==> src/rtl/down_timer_ctrl_pkg.sv <==
// Shared definitions for the down-count interval timer.
//   state_t      : controller states (IDLE / RUN)
//   DEF_WIDTH    : default count width
//   DEF_PRESCALE : default clk cycles per count tick
package down_timer_ctrl_pkg;

    typedef enum logic {
        S_IDLE = 1'b0,
        S_RUN  = 1'b1
    } state_t;

    localparam int unsigned DEF_WIDTH    = 4;
    localparam int unsigned DEF_PRESCALE = 2;

endpackage

==> src/rtl/down_timer_ctrl_tick_gen.sv <==
// Prescaler for the down-count timer: emits a one-cycle tick every PRESCALE
// enabled cycles.
// Ports:
//   clk   in  : rising-edge clock
//   reset in  : asynchronous, active-low
//   clr   in  : synchronous clear of the prescale count (start / stop)
//   en    in  : count enable (controller in RUN)
//   tick  out : high in the cycle the prescale count reaches PRESCALE-1
module tick_gen #(
    parameter int unsigned PRESCALE = 2
) (
    input  logic clk,
    input  logic reset,
    input  logic clr,
    input  logic en,
    output logic tick
);

    localparam int unsigned CW = (PRESCALE > 1) ? $clog2(PRESCALE) : 1;
    localparam logic [CW-1:0] LAST = CW'(PRESCALE - 1);

    logic [CW-1:0] cnt;

    assign tick = en && (cnt == LAST);

    always_ff @(posedge clk or negedge reset) begin
        if (!reset) begin
            cnt <= '0;
        end else if (clr) begin
            cnt <= '0;
        end else if (en) begin
            if (cnt == LAST) begin
                cnt <= '0;
            end else begin
                cnt <= cnt + CW'(1);
            end
        end
    end

endmodule

==> src/rtl/down_timer_ctrl.sv <==
// Programmable interval timer: loads a start value, decrements once per
// prescaled tick, flags expiry, and optionally reloads (periodic mode).
// Ports:
//   clk      in          : rising-edge clock
//   reset    in          : asynchronous, active-low
//   start    in          : start request, honoured in IDLE only
//   stop     in          : abort request, honoured in RUN only
//   periodic in          : captured with start; 1 = auto-reload
//   load_val in  [WIDTH] : start value captured with start; 0 = 2^WIDTH ticks
//   ack      in          : clears expired and overrun
//   q        out [WIDTH] : live count
//   busy     out         : high while running
//   done     out         : one-cycle pulse per expiry
//   expired  out         : sticky expiry flag
//   overrun  out         : sticky; expiry while expired already set
module down_timer_ctrl
    import down_timer_ctrl_pkg::*;
#(
    parameter int unsigned WIDTH    = DEF_WIDTH,
    parameter int unsigned PRESCALE = DEF_PRESCALE
) (
    input  logic             clk,
    input  logic             reset,
    input  logic             start,
    input  logic             stop,
    input  logic             periodic,
    input  logic [WIDTH-1:0] load_val,
    input  logic             ack,
    output logic [WIDTH-1:0] q,
    output logic             busy,
    output logic             done,
    output logic             expired,
    output logic             overrun
);

    state_t           state_q, state_d;
    logic [WIDTH-1:0] q_d;
    logic [WIDTH-1:0] reload_q, reload_d;
    logic             mode_q, mode_d;
    logic             done_d, expired_d, overrun_d;
    logic             clr, tick;

    tick_gen #(.PRESCALE(PRESCALE)) u_tick_gen (
        .clk  (clk),
        .reset(reset),
        .clr  (clr),
        .en   (state_q == S_RUN),
        .tick (tick)
    );

    // busy is the registered state bit itself
    assign busy = (state_q == S_RUN);

    always_comb begin
        state_d   = state_q;
        q_d       = q;
        reload_d  = reload_q;
        mode_d    = mode_q;
        done_d    = 1'b0;
        expired_d = expired;
        overrun_d = overrun;
        clr       = 1'b0;

        if (ack) begin
            expired_d = 1'b0;
            overrun_d = 1'b0;
        end

        unique case (state_q)
            S_IDLE: begin
                if (start) begin
                    q_d      = load_val;
                    reload_d = load_val;
                    mode_d   = periodic;
                    clr      = 1'b1;
                    state_d  = S_RUN;
                end
            end
            S_RUN: begin
                if (stop) begin
                    // stop has priority over an expiry in the same cycle
                    q_d     = '0;
                    clr     = 1'b1;
                    state_d = S_IDLE;
                end else if (tick) begin
                    if (q == WIDTH'(1)) begin
                        done_d    = 1'b1;
                        // expiry overrides a same-cycle ack for expired
                        expired_d = 1'b1;
                        if (expired && !ack) begin
                            overrun_d = 1'b1;
                        end
                        if (mode_q) begin
                            q_d = reload_q;
                        end else begin
                            q_d     = '0;
                            state_d = S_IDLE;
                        end
                    end else begin
                        // q==0 wraps to all-ones, giving 2^WIDTH ticks
                        q_d = q - WIDTH'(1);
                    end
                end
            end
            default: state_d = S_IDLE;
        endcase
    end

    always_ff @(posedge clk or negedge reset) begin
        if (!reset) begin
            state_q  <= S_IDLE;
            q        <= '0;
            reload_q <= '0;
            mode_q   <= 1'b0;
            done     <= 1'b0;
            expired  <= 1'b0;
            overrun  <= 1'b0;
        end else begin
            state_q  <= state_d;
            q        <= q_d;
            reload_q <= reload_d;
            mode_q   <= mode_d;
            done     <= done_d;
            expired  <= expired_d;
            overrun  <= overrun_d;
        end
    end

endmodule

==> config.mk <==
export PLATFORM = sky130hd
export DESIGN_NAME = down_timer_ctrl
export DESIGN_NICKNAME = d
export VERILOG_FILES = /design/src/rtl/down_timer_ctrl_pkg.sv /design/src/rtl/down_timer_ctrl_tick_gen.sv /design/src/rtl/down_timer_ctrl.sv
export SDC_FILE = /design/constraint.sdc
export NUM_CORES = 1
export LEC_CHECK = 0
export CAP_MARGIN = 20
export CORE_AREA = 3 3 58 60
export DETAILED_ROUTE_END_ITERATION = 16
export DIE_AREA = 0 0 61 63
export GPL_TIMING_DRIVEN = 0
export PLACE_DENSITY = 0.46
export SETUP_SLACK_MARGIN = 0.05
export SYNTH_ARGS = -nofsm -noshare
export SYNTH_HDL_FRONTEND = slang
export SYNTH_SLANG_ARGS = --single-unit
==> constraint.sdc <==
create_clock -name clk -period 2.4 [get_ports clk]
set_input_delay 0.48 -clock clk [delete_from_list [all_inputs] [get_ports clk]]
set_output_delay 0.48 -clock clk [all_outputs]
set_load 0.005 [all_outputs]
Yosys cells after proc, flatten, opt, wreduce, memory -nomap -nowiden
Cells that the tools add are included.
{ "word_totals": {"word_cells": 52, "regBits": 14} }
{ "classes": {"n_eq_ne": 3, "add_sub_neg": 2, "n_mux": 32, "n_bitwise": 1, "n_reduce_logical": 6} }
{ "ops": {"columns": ["operator", "n"], "rows": [
  ["$mux 1", 24],
  ["$mux 4", 5],
  ["$pmux 4 s2", 1],
  ["$eq 4x1->1 const B", 1],
  ["$pmux 1 s2", 2],
  ["$reduce_and 2->1", 2],
  ["$sub 4x1->4 const B", 1],
  ["$ne 3x2->1 const B", 1],
  ["$logic_and 1x1->1", 2],
  ["$ne 2x2->1 const B", 1],
  ["$reduce_bool 2->1", 1],
  ["$add 1x1->1 const B", 1],
  ["$logic_not 1->1", 1],
  ["$not 1->1", 1]
]} }

Logic depth before layout (Yosys ltp)
{ "logic_depth": {"depth_word": 7, "ltp_mapped": 6} }

By module
Synthesis repeated with hierarchy kept, for this count alone.
{ "hier_totals": {"cells_unflattened": 72, "area_unflattened_um2": 726.9} }
{ "by_module_without_submodules": {"columns": ["module", "n_inst", "area_each_um2", "cells_per_inst"], "rows": [
  ["down_timer_ctrl", 1, 681.9, 68],
  ["tick_gen", 1, 45.0, 4]
]} }

Least setup slack after synthesis
Ideal clock, no wire load.
{ "synth_path": {"path_type": "reg2reg", "startpoint": "register q[1]", "endpoint": "register q[2]", "path_slack_ps": 927, "arrival_ps": 1352, "setup_time_ps": 121, "path_stages_with_launch": 7, "synth_period_minus_slack_ps": 1473, "path_cell_list": "dfrtp_1 > inv_1 > ha_1 > nor3b_2 > a21boi_1 > a2111oi_1 > o22a_1"} }
{ "synth_via": {"elab_chain_cells": 5, "elab_cells_between_ends": 6, "classes_between": "add/sub (1); eq/ne (1); mux (4)"} }
{ "synth_rtl": {"columns": ["item", "line_no", "source"], "rows": [
  ["start: declaration", "down_timer_ctrl.sv:29", "output logic [WIDTH-1:0] q,"],
  ["start signal: assignment", "down_timer_ctrl.sv:120", "q <= q_d;"],
  ["$sub 4x1->4 or $eq 4x1->1 (tied branches)", "down_timer_ctrl.sv:101, down_timer_ctrl.sv:86", null],
  ["$mux 4 *", "down_timer_ctrl.sv:86", "if (q == WIDTH'(1)) begin"],
  ["$mux 4 *", "down_timer_ctrl.sv:85", "end else if (tick) begin"],
  ["$mux 4 *", "down_timer_ctrl.sv:80", "if (stop) begin"],
  ["$pmux 4 s2 *", "down_timer_ctrl.sv:69", "unique case (state_q)"]
]} }
Mark *: on every way between the ends. The rest lies on a longest branch, timed or not. The select of a mux whose other input is x is not followed.
A chain may end at the register's enable or synchronous reset.

Worst setup path after layout
{ "layout_path": {"startpoint": "register state_q, in the netlist busy", "endpoint": "output busy"} }
{ "layout_lines": {"columns": ["item", "line_no", "source"], "rows": [
  ["start: declaration", "down_timer_ctrl.sv:36", "state_t state_q, state_d;"],
  ["start signal: assignment", "down_timer_ctrl.sv:119", "state_q <= state_d;"],
  ["end: declaration", "down_timer_ctrl.sv:30", "output logic busy,"]
]} }
No word-level cell between the ends.

==> metrics.txt <==
Max-Cap Viols 0; RSZ-0062 raised after global routing false; Syn Area/Cell 9.25 um^2; TritonCTS Buffers 3; Critical Path, Cell by Cell clkdlybuf4s50_1; Die Height about 63 um; Root Driver clkbuf_4; area leader, netlist dfrtp_1; first-pass iteration count of the detailed router 4; wire length on met2 slightly below 800 um; Synth Flop Type dfrtp_1; layout cells sized above 1 under 10%; # resized after CTS 0; highest routed layer met4; CORE AREA around 0.003 mm^2; post-CTS setup buffer count 0; power per standard cell area 739 mW/mm^2; Seq/Total Area, Yosys between 40% and 50%; Synth Instances 76; reg-to-reg slack, setup 0.73 ns; Fillers 313; CP max-delay cell clkdlybuf4s50_1; met3 WL post-DR 43 um; Die Wd 61 um; Wirelength per Cell approximately 12 um; CP Data Arrival Time between 1 and 1.5 ns; clock skew ~0.0014 ns; #FFs+latches synth 14; top-count cell post-synth nand2_1; # port buffers 17; DP HPWL 1.25 mm; # setup viols final 0; CP peak stage delay 0.56 ns; Pleak 0.419 nW; Initial Utilization a little under a quarter; YS warnings 0; Req. time, crit path 1.92 ns; pin count of the biggest net entering global routing 15; worst min-delay path class reg2reg; global-route wire length before repair around 2.8 mm; EDFF count, synth 0; critical path class reg2out; top post-synthesis cells by count nand2_1 (15), dfrtp_1 (14), inv_1 (6), nor2_1 (6), o21ai_0 (6); diode count 0; outcome finished clean; vias approximately 590; crit-path max FO 9; Worst Path Buf+Inv 1; Sink Count 14; Startpoint Class flip-flop; CP endpoint kind primary output; WL final ~1.6 mm; Yosys top cell area share 49.8%; fmax about 550 MHz; Max clock buf depth 2; post-synthesis cell area between 700 and 800 um^2; GR Overflow Total 0; Unique masters post-synth 29; largest cells by area after synthesis dfrtp_1 (50%), nand2_1 (8.0%), o21ai_0 (4.3%), ha_1 (3.6%), inv_1 (3.2%); clock transition at the registers of the reported paths around 0.08 ns; Final Hold Vio Count 0; Final GP Congestion ~0.76; TNS Setup 0 ns; Least-Margin Pin Slew 0.654 ns; DRC violations left 0; Slew HR 56.3%; DIE AREA around 0.0038 mm^2; Hold WS 0.489 ns; cell family with most CP delay buffers and inverters; Area growth, synth to finish 33.3%; M1 WL between 700 and 800 um; Vias/cell approximately 4.6; final period utilization about three quarters; H-tree levels 1; vias in the first global route around 600; CTS tree done; FF/Latch Area between 300 and 400 um^2; Skew-Pair Late Insertion Delay between 0.2 and 0.3 ns; Max Slew Vio Count 0; Nets 110; Routed Antenna Nets 0; Post-Syn Nets slightly below 90; Total GRT Usage 9.61%; drt initial violations 15; hold buffer count at cts 0; area of the multi-input gates around 330 um^2; IO Count 18; Final Critical Period 1.81 ns; peak supply drop about 0.17 mV; row cnt 20; asr flop ratio synth 100%; antenna violations before repair 0
## cell families (layout without fill, tap and decap cells)
logic type / count (synthesis) / in the layout / share of synthesized area, %
DFF: 14 / 14 / 49.8
and+or+nand+nor: 32 / 32 / 22.6
adders and majority gates: 2 / 2 / 3.56
AOI/OAI and AO/OA: 21 / 21 / 20.3
buffers and inverters: 7 / 27 / 3.74
## cells in the final DEF, fill, tap and decap left out, types with 2 or more instances in the layout
| master | count |
|---|---|
| a21oi_1 | 2 |
| a31oi_1 | 2 |
| clkbuf_4 | 3 |
| clkdlybuf4s50_1 | 17 |
| dfrtp_1 | 14 |
| ha_1 | 2 |
| inv_1 | 6 |
| nand2_1 | 15 |
| nand2b_1 | 3 |
| nor2_1 | 6 |
| o21ai_0 | 6 |
## cell type report
class                   count  area share (%)
flip-flops and latches     14            37.4
multi-input cells          55            34.8
repair buffers             17            18.2
well taps                  33            4.41
clock buffers               3            2.40
inverters                   6            2.40
plain buffers               1           0.401
## layer usage
| layer | global-route usage, % | vias up |
|---|---|---|
| li1 | - | 305 |
| met1 | 12.6 | 271 |
| met2 | 14.4 | 10 |
| met3 | 0.826 | 2 |
| met4 | 6.50 | 0 |
| met5 | 0 | - |
## state kept, by name, indices dropped and copies added, names as in the netlist
| register | flops |
|---|---|
| q | 4 |
| reload_q | 4 |
| busy | 1 |
| done | 1 |
| expired | 1 |
| mode_q | 1 |
| overrun | 1 |
| u_tick_gen.cnt | 1 |
## report_power, final
part	switching, W	total (W)	internal, W
clock network	0.0000688	0.000127	0.0000581
logic	0.000101	0.000224	0.000123
registers	0.0000583	0.000341	0.000283
total	0.000228	0.000692	0.000464
## worst paths after layout
kind                             start              to  depth (start not counted)
min reg2reg                reload_q[0]     reload_q[0]                          2
min                        reload_q[0]     reload_q[0]                          2
max reg2reg                       q[1]            q[2]                          6
max in group asynchronous        reset  u_tick_gen.cnt                          1
min in group asynchronous        reset         expired                          1
max                               busy            busy                          1
## metrics by stage
stage	area, um^2	setup WS (ns)	util (%)	power [W]	std cells
global placement	915	0.469	30.7	0.000575	126
CTS	937	0.578	31.5	0.000705	129
floorplan	703	0.927	-	0.000461	76
detailed placement	915	0.484	30.7	0.000572	126
finish	937	0.590	31.5	0.000692	129
global route	937	0.515	31.5	0.000755	129
Power figures use the tool's default switching activity.
